$ cat src/rtl/pipe_stage_buf.sv
// pipe_stage_buf
//   Valid/ready pipeline stage buffer for the fetch->decode boundary (usable
//   at any stage boundary). A main register drives the outputs and a skid
//   register catches the one entry that can arrive while the main register
//   is stalled. This lets in_ready be a pure register output with no loss
//   of throughput. An empty or flushed stage presents NOP_INSTR with PC and
//   sideband zero, so decode never sees a stale instruction.
//
//   Optional feature macro: PIPE_STAGE_BUF_STALL_CNT_EN
//     When defined, a saturating upstream-stall counter is added and driven
//     on stall_cnt. The counter is cleared by reset only, not by flush.
//
// Ports
//   clk        in   clock, rising edge
//   rst        in   synchronous reset, active-low
//   flush      in   squash all held entries this cycle
//   in_valid   in   upstream has an entry
//   in_ready   out  stage can accept (registered)
//   in_instr   in   [ILEN]   instruction
//   in_pc      in   [XLEN]   PC
//   in_side    in   [SIDE_W] sideband
//   out_valid  out  entry presented downstream (registered)
//   out_ready  in   downstream accepts
//   out_instr  out  [ILEN]   instruction
//   out_pc     out  [XLEN]   PC
//   out_side   out  [SIDE_W] sideband
//   stall_cnt  out  [CNT_W]  cycles with in_valid & !in_ready (macro only)
module pipe_stage_buf #(
    parameter int              XLEN      = 32,
    parameter int              ILEN      = 32,
    parameter int              SIDE_W    = 1,
    parameter logic [ILEN-1:0] NOP_INSTR = 32'h00000013,
    parameter int              CNT_W     = 16
) (
    input  logic              clk,
    input  logic              rst,
    input  logic              flush,
    input  logic              in_valid,
    output logic              in_ready,
    input  logic [ILEN-1:0]   in_instr,
    input  logic [XLEN-1:0]   in_pc,
    input  logic [SIDE_W-1:0] in_side,
    output logic              out_valid,
    input  logic              out_ready,
    output logic [ILEN-1:0]   out_instr,
    output logic [XLEN-1:0]   out_pc,
    output logic [SIDE_W-1:0] out_side
`ifdef PIPE_STAGE_BUF_STALL_CNT_EN
    ,
    output logic [CNT_W-1:0]  stall_cnt
`endif
);

    typedef enum logic [1:0] {
        S_EMPTY = 2'd0,
        S_BUSY  = 2'd1,
        S_FULL  = 2'd2
    } state_t;

    state_t            r_state;
    state_t            w_state_nxt;
    logic              r_in_ready;
    logic              r_out_valid;
    logic              w_in_ready_nxt;
    logic              w_out_valid_nxt;

    logic [ILEN-1:0]   r_main_instr;
    logic [XLEN-1:0]   r_main_pc;
    logic [SIDE_W-1:0] r_main_side;
    logic [ILEN-1:0]   r_skid_instr;
    logic [XLEN-1:0]   r_skid_pc;
    logic [SIDE_W-1:0] r_skid_side;

    logic              w_in_fire;
    logic              w_out_fire;
    logic              w_main_ld_in;
    logic              w_main_ld_skid;
    logic              w_main_clr;
    logic              w_skid_ld;

    assign w_in_fire  = in_valid & r_in_ready;
    assign w_out_fire = r_out_valid & out_ready;

    // ---- state register: also registers the handshake outputs ----
    always_ff @(posedge clk) begin
        if (!rst) begin
            r_state     <= S_EMPTY;
            r_in_ready  <= 1'b1;
            r_out_valid <= 1'b0;
        end else begin
            r_state     <= w_state_nxt;
            r_in_ready  <= w_in_ready_nxt;
            r_out_valid <= w_out_valid_nxt;
        end
    end

    // ---- next-state logic: flush overrides every transition ----
    always_comb begin
        w_state_nxt = r_state;
        if (flush) begin
            w_state_nxt = S_EMPTY;
        end else begin
            case (r_state)
                S_EMPTY: if (w_in_fire) w_state_nxt = S_BUSY;
                S_BUSY: begin
                    if (w_in_fire && !w_out_fire)      w_state_nxt = S_FULL;
                    else if (!w_in_fire && w_out_fire) w_state_nxt = S_EMPTY;
                end
                S_FULL:  if (w_out_fire) w_state_nxt = S_BUSY;
                default: w_state_nxt = S_EMPTY;
            endcase
        end
    end

    // ---- output / datapath-control decode ----
    // in_ready and out_valid are decoded from the next state and then
    // registered, so neither has a combinational path from any input.
    always_comb begin
        w_in_ready_nxt  = (w_state_nxt != S_FULL);
        w_out_valid_nxt = (w_state_nxt != S_EMPTY);
        w_main_ld_in    = 1'b0;
        w_main_ld_skid  = 1'b0;
        w_main_clr      = 1'b0;
        w_skid_ld       = 1'b0;
        if (flush) begin
            w_main_clr = 1'b1;
        end else begin
            case (r_state)
                S_EMPTY: w_main_ld_in = w_in_fire;
                S_BUSY: begin
                    if (w_in_fire && w_out_fire)  w_main_ld_in = 1'b1;
                    else if (w_in_fire)           w_skid_ld    = 1'b1;
                    else if (w_out_fire)          w_main_clr   = 1'b1;
                end
                S_FULL:  w_main_ld_skid = w_out_fire;
                default: w_main_clr = 1'b1;
            endcase
        end
    end

    // ---- main register: reset/flush/drain present the NOP bubble ----
    always_ff @(posedge clk) begin
        if (!rst || w_main_clr) begin
            r_main_instr <= NOP_INSTR;
            r_main_pc    <= '0;
            r_main_side  <= '0;
        end else if (w_main_ld_in) begin
            r_main_instr <= in_instr;
            r_main_pc    <= in_pc;
            r_main_side  <= in_side;
        end else if (w_main_ld_skid) begin
            r_main_instr <= r_skid_instr;
            r_main_pc    <= r_skid_pc;
            r_main_side  <= r_skid_side;
        end
    end

    // ---- skid register: contents only meaningful in S_FULL ----
    always_ff @(posedge clk) begin
        if (w_skid_ld) begin
            r_skid_instr <= in_instr;
            r_skid_pc    <= in_pc;
            r_skid_side  <= in_side;
        end
    end

    assign in_ready  = r_in_ready;
    assign out_valid = r_out_valid;
    assign out_instr = r_main_instr;
    assign out_pc    = r_main_pc;
    assign out_side  = r_main_side;

`ifdef PIPE_STAGE_BUF_STALL_CNT_EN
    logic [CNT_W-1:0] r_stall_cnt;

    function automatic logic [CNT_W-1:0] sat_inc(input logic [CNT_W-1:0] v);
        if (&v) return v;
        return v + {{(CNT_W-1){1'b0}}, 1'b1};
    endfunction

    // ---- stall counter: flush deliberately does not clear it ----
    always_ff @(posedge clk) begin
        if (!rst) begin
            r_stall_cnt <= '0;
        end else if (in_valid && !r_in_ready) begin
            r_stall_cnt <= sat_inc(r_stall_cnt);
        end
    end

    assign stall_cnt = r_stall_cnt;
`endif

endmodule
$ cat config.mk
export PLATFORM = sky130hd
export DESIGN_NAME = pipe_stage_buf
export DESIGN_NICKNAME = d
export VERILOG_FILES = /design/src/rtl/pipe_stage_buf.sv
export SDC_FILE = /design/constraint.sdc
export NUM_CORES = 1
export LEC_CHECK = 0
export CAP_MARGIN = 20
export CELL_PAD_IN_SITES_DETAIL_PLACEMENT = 1
export CELL_PAD_IN_SITES_GLOBAL_PLACEMENT = 2
export CORE_UTILIZATION = 28
export DETAILED_ROUTE_END_ITERATION = 10
export GPL_ROUTABILITY_DRIVEN = 0
export PLACE_DENSITY_LB_ADDON = 0.08
export SYNTH_ARGS = -nofsm -noshare
export SYNTH_HDL_FRONTEND = slang
export SYNTH_SLANG_ARGS = --single-unit
$ cat constraint.sdc
create_clock -name clk -period 2.6 [get_ports clk]
set_input_delay 0.39 -clock clk [delete_from_list [all_inputs] [get_ports clk]]
set_output_delay 0.39 -clock clk [all_outputs]
set_load 0.03 [all_outputs]
==> results of run 1 <==
power by group:
part | internal, W | switching [W]
registers | 0.00225 | 0.0000195
logic | 0.000194 | 0.000200
clock network | 0.00132 | 0.000905
how the worst min path moves through the flow:
stage,from,depth (start not counted),to
after global routing,out_instr[17]$_SDFFE_PP0P_,2,out_instr[17]$_SDFFE_PP0P_
after detailed placement,out_instr[17]$_SDFFE_PP0P_,2,out_instr[17]$_SDFFE_PP0P_
after global placement,out_instr[12]$_SDFFE_PP0P_,2,out_instr[12]$_SDFFE_PP0P_
after floorplan,in_instr[0],0,r_skid_instr[0]$_DFFE_PP_
after CTS,out_instr[17]$_SDFFE_PP0P_,2,out_instr[17]$_SDFFE_PP0P_
final,out_instr[17]$_SDFFE_PP0P_,2,out_instr[17]$_SDFFE_PP0P_
stage by stage:
step | total power [W] | instances
2_1_floorplan | 0.00249 | 387
3_5_place_dp | 0.00271 | 726
4_1_cts | 0.00496 | 758
6_report | 0.00489 | 758
3_3_place_gp | 0.00271 | 726
5_1_grt | 0.00508 | 758
per-layer routing:
metal / track usage, % / routed length, microns
met1: 18.5 / 6030
met2: 25.4 / 6440
met3: 5.25 / 780
met4: 5.68 / 167
met5: 0 / 0
logic make-up (layout without fill, tap and decap cells):
group / after synthesis / count (layout) / synth area share, %
buf+inv: 30 / 181 / 3.78
mux: 1 / 1 / 0.204
flops: 134 / 134 / 68.1
simple gates: 83 / 83 / 7.56
compound gates: 139 / 139 / 20.4
final cells by class:
| class | count | area (sq um) | share of cell area (%) |
|---|---|---|---|
| Sequential cell | 134 | 3330 | 47.2 |
| Timing Repair Buffer | 147 | 1510 | 21.3 |
| Multi-Input combinational cell | 223 | 1380 | 19.6 |
| Clock buffer | 22 | 484 | 6.86 |
| Tap cell | 220 | 275 | 3.90 |
| Clock inverter | 10 | 72.6 | 1.03 |
| Inverter | 2 | 7.51 | 0.106 |
tightest hold or removal path, stage by stage (launching register included):
cell and delay, ns:
dfxtp_1 0.30, nand2_1 0.05, a21oi_1 0.05
cell usage in the layout (no fill, tap or decap), types with 4 or more instances in the layout:
cell	synthesis	layout
a22oi_2	17	17
nand2_1	65	65
clkbuf_8	0	4
dfxtp_1	69	69
clkdlybuf4s50_1	0	136
buf_12	0	5
clkbuf_16	0	17
a21oi_1	65	65
a22oi_1	45	45
buf_4	6	6
edfxtp_1	65	65
state kept, by name (all words and copies together) (netlist names):
signal	flops
out_instr	32
r_skid_pc	32
in_ready	1
r_skid_side	1
r_skid_instr	32
r_state	2
out_pc	32
out_side	1
out_valid	1
==> impl_metrics.ini, run 1 <==
[setup_path]
path_delay_family = buffers and inverters
crit_fanout = 5
critPathBufInv = 1
required_ns = 2.21
reg2reg_slack_ns = 0.83
critPathMaxStageDelay_ns = 0.70
worstSetupEndpointType = output port
path_cells = clkdlybuf4s50_1
cp.depth = 1
reg2reg_to = out_instr[31]$_SDFFE_PP0P_
crit_type = flip-flop to output port
startpoint = out_valid$_SDFF_PN0_
r2r-start = r_state[1]$_SDFF_PN0_
crit_path_end = out_valid
slowest_stage = clkdlybuf4s50_1
cp.arrival_ns = 1.51
worst_r2r_path_depth = 5
critPathLaunchType = flip-flop

[clock_network]
cts-resized-gates = 0
clk_latency_ns = 0.41
htree_levels = 4
clk_path_buf_depth = 2
cts-root-buf = clkbuf_16
cts_buffers = 17
cts_sinks = 134
cts_setup_buffers = 0
path_clk_slew_ns = 0.05
tritoncts = built
postCtsHoldBufs = 0

[final_layout]
drive_gt1_share_pct = 13.0
fillers = 1788
antenna_cells = 0
finalCoreUtilization_pct = 42.0
fin_nets = 595
area_delta_synth_final_pct = 44.2
design_area_sq_mm = 0.00706

[power]
leakage_nw = 2.32
irDropWorstVdd_mv = 0.429
power_density_mw_per_mm2 = 692

[sta]
drv_slew = 0
setup_viol = 0
tightest_slew_ns = 0.390
finClkSkew_ns = 0.00993
slew_headroom_pct = 74.0
setup_slack_ns = 0.695
hold_viol = 0
min_period_ns = 1.90
fin_crit_sh_pct = 73.3
rsz0062_at_grt = no
tns_ns = 0
fmax_mhz = 525
timing.hold.ws_ns = 0.452

[synth]
synth_fp_nets = 457
yosysMostFrequentCell = dfxtp_1
synthDistinctLibCells = 29
yosysTopAreaCell = edfxtp_1
synthFlopType = dfxtp_1
synth_seq_cells = 134
synthArstFlopShare_pct = 0
synth_area_leaders = edfxtp_1, dfxtp_1, a22oi_1, a21oi_1, nand2_1
syn_inst = 387
ys_seq_area_share_pct = 68.1
syn_avg_cell_area_sq_um = 12.7
synth-edff-count = 65
synth_top_area_share_pct = 39.9
yosysWarnings = 0
syn_area_sq_mm = 0.00490
synthTopCellsByCount = dfxtp_1, a21oi_1, edfxtp_1, nand2_1, a22oi_1

[detailed_routing]
avgRoutedWirePerCell_microns = 17.7
routed_wl_microns = 13400
first_pass_iters = 4
drc = 0
drtIter0Drc = 168
ant_nets = 0
vias = 3604
viasPerCell = 4.75

[floorplan]
rows = 47
dieArea_sq_mm = 0.0180
ios = 137
start_util_pct = 29.1
die_w_microns = 134
chipHeight_microns = 134
core_sq_mm = 0.0168

[global_route]
grt_pass1_vias = 3816
grt_pass1_wl_microns = 20900
grt_max_degree = 40
gr-total-overflow = 0
grt_usage_pct = 15.4
antenna_found_initial = 0

[placed_design]
place_ws_ns = 0.400
port_buffers = 136
dp_hpwl_microns = 8550
postPlaceCellArea_sq_mm = 0.00650

[min_path]
hold_path.class = flip-flop to flip-flop

[job]
cap_violations = 0

[outcome]
status = completed
No activity file was read; power rests on OpenSTA's default activity.
==> run 2: changes to the inputs <==
==> constraint.sdc (replaced) <==
create_clock -name clk -period 1.7 [get_ports clk]
set_input_delay 0.255 -clock clk [delete_from_list [all_inputs] [get_ports clk]]
set_output_delay 0.255 -clock clk [all_outputs]
set_load 0.03 [all_outputs]
==> impl_metrics.ini, run 2 (synthesis gave the netlist of run 1 again) <==
[outcome]
status = completed

[clock_network]
htree_levels = 4
clk_latency_ns = 0.42
cts_buffers = 17
tritoncts = built
cts_setup_buffers = 0
clk_path_buf_depth = 2
postCtsHoldBufs = 0
path_clk_slew_ns = 0.06
cts-root-buf = clkbuf_16
cts_sinks = 134

[power]
p_sw_share_pct = 21.3
switching_power_w = 0.00170
intPower_w = 0.00629
combPwrFrac_pct = 7.8
seq_power_share_pct = 43.4
power_density_mw_per_mm2 = 1090
leakage_nw = 3.00
irDropWorstVdd_mv = 0.667
clkPwrFrac_pct = 48.8

[placed_design]
dp_cells = 735
dp_hpwl_microns = 8980
port_buffers = 136
place_ws_ns = -0.192
postPlaceCellArea_sq_mm = 0.00670

[final_layout]
fin_nets = 604
layout_common_cells = clkdlybuf4s50_1, dfxtp_1, nand2_1, a21oi_1, edfxtp_1
final_common_cell = clkdlybuf4s50_1
area_delta_synth_final_pct = 49.6
design_area_sq_mm = 0.00733
antenna_cells = 0
drive_gt1_share_pct = 14.4
stdcell_count = 767

[detailed_routing]
vias = 3631
drc = 0
ant_nets = 0
viasPerCell = 4.73
avgRoutedWirePerCell_microns = 17.4
routed_wl_microns = 13400
first_pass_iters = 4
drtIter0Drc = 137

[floorplan]
chipHeight_microns = 134
core_sq_mm = 0.0168
rows = 47
dieArea_sq_mm = 0.0180
start_util_pct = 29.1
die_w_microns = 134
ios = 137

[job]
cap_violations = 0

[setup_path]
worst_r2r_path_depth = 5
critPathLaunchType = flip-flop
worstSetupEndpointType = flip-flop
reg2reg_slack_ns = 0.14
cp.arrival_ns = 1.90
required_ns = 2.04
reg2reg_to = out_instr[30]$_SDFFE_PP0P_
crit_type = flip-flop to flip-flop
r2r-start = r_state[1]$_SDFF_PN0_
crit_fanout = 25

[sta]
tns_ns = 0
rsz0062_at_grt = no
setup_slack_ns = 0.144
fmax_mhz = 643
timing.hold.ws_ns = 0.424
hold_viol = 0
slew_headroom_pct = 75.5
fin_crit_sh_pct = 91.5
tightest_slew_ns = 0.369
min_period_ns = 1.56
finClkSkew_ns = 0.00604
drv_slew = 0
setup_viol = 0

[global_route]
grt_max_degree = 33
grt_pass1_wl_microns = 21200
antenna_found_initial = 0
gr-total-overflow = 0
grt_usage_pct = 15.7
grt_pass1_vias = 3845

[min_path]
holdCritStartpoint = in_pc[7]
min_to = r_skid_pc[7]$_DFFE_PP_
hold_path.class = input port to flip-flop
whs_path_depth = 1
run 2: worst max-delay path by stage:
stage | start | end | slack, ns | depth (start not counted)
global route | r_state[1]$_SDFF_PN0_ | out_instr[5]$_SDFFE_PP0P_ | 0.03 | 5
CTS | out_instr[12]$_SDFFE_PP0P_ | out_instr[12] | 0.0005 | 1
floorplan | out_valid$_SDFF_PN0_ | out_instr[11]$_SDFFE_PP0P_ | 0.03 | 6
global placement | out_ready | out_pc[4]$_SDFFE_PP0P_ | -0.14 | 6
finish | r_state[1]$_SDFF_PN0_ | out_instr[30]$_SDFFE_PP0P_ | 0.14 | 5
detailed placement | out_ready | out_instr[30]$_SDFFE_PP0P_ | -0.19 | 6
run 2: repair_timing:
item                                    CTS  global route
resized for setup                        46            21
endpoints found under the setup margin   46            21
cloned                                    0             0
pin swaps                                 0             0
run 2: power by group through the flow:
stage	Clock [W]	Combinational (W)	Sequential, W
floorplan	0	0.000207	0.00360
global route	0.00419	0.000671	0.00347
CTS	0.00403	0.000639	0.00347
detailed placement	0	0.000653	0.00354
finish	0.00390	0.000623	0.00347
global placement	0	0.000645	0.00354
run 2: final cells by class:
type                            count  area (sq um)
Clock buffer                       21           460
Inverter                            2          7.51
Fill cell                        1788          9490
Multi-Input combinational cell    223          1380
Sequential cell                   134          3330
Timing Repair Buffer              156          1690
Tap cell                          220           275
Clock inverter                     11           170
run 2: routing by layer:
layer | vias to the layer above | part of all wire [%] | track usage (%)
met1 | 1776 | 44 | 18.5
met3 | 21 | 6.6 | 5.82
met5 | - | 0 | 0
li1 | 1738 | - | -
met2 | 96 | 47 | 25.5
met4 | 0 | 2.2 | 7.24
run 2: through the flow:
step / utilization, % / total power (W)
global route: 43.6 / 0.00833
floorplan: - / 0.00381
CTS: 43.2 / 0.00814
global placement: 39.8 / 0.00418
detailed placement: 39.8 / 0.00419
finish: 43.6 / 0.00800
run 2: worst max-delay path, cell delays in order, from the launching register on:
cell and delay, ns:
dfxtp_1 0.45, and4b_2 0.33, and2_2 0.23, buf_12 0.20, a22oi_1 0.09, a21oi_1 0.16
==> run 3: changes to the inputs <==
--- a/config.mk
+++ b/config.mk
@@ -5,7 +5,6 @@
 export SDC_FILE = /design/constraint.sdc
 export NUM_CORES = 1
 export LEC_CHECK = 0
-export CAP_MARGIN = 20
 export CELL_PAD_IN_SITES_DETAIL_PLACEMENT = 1
 export CELL_PAD_IN_SITES_GLOBAL_PLACEMENT = 2
 export CORE_UTILIZATION = 28
==> results of run 3 <==
No change in the layout: final DEF, timing and power equal those of run 2.
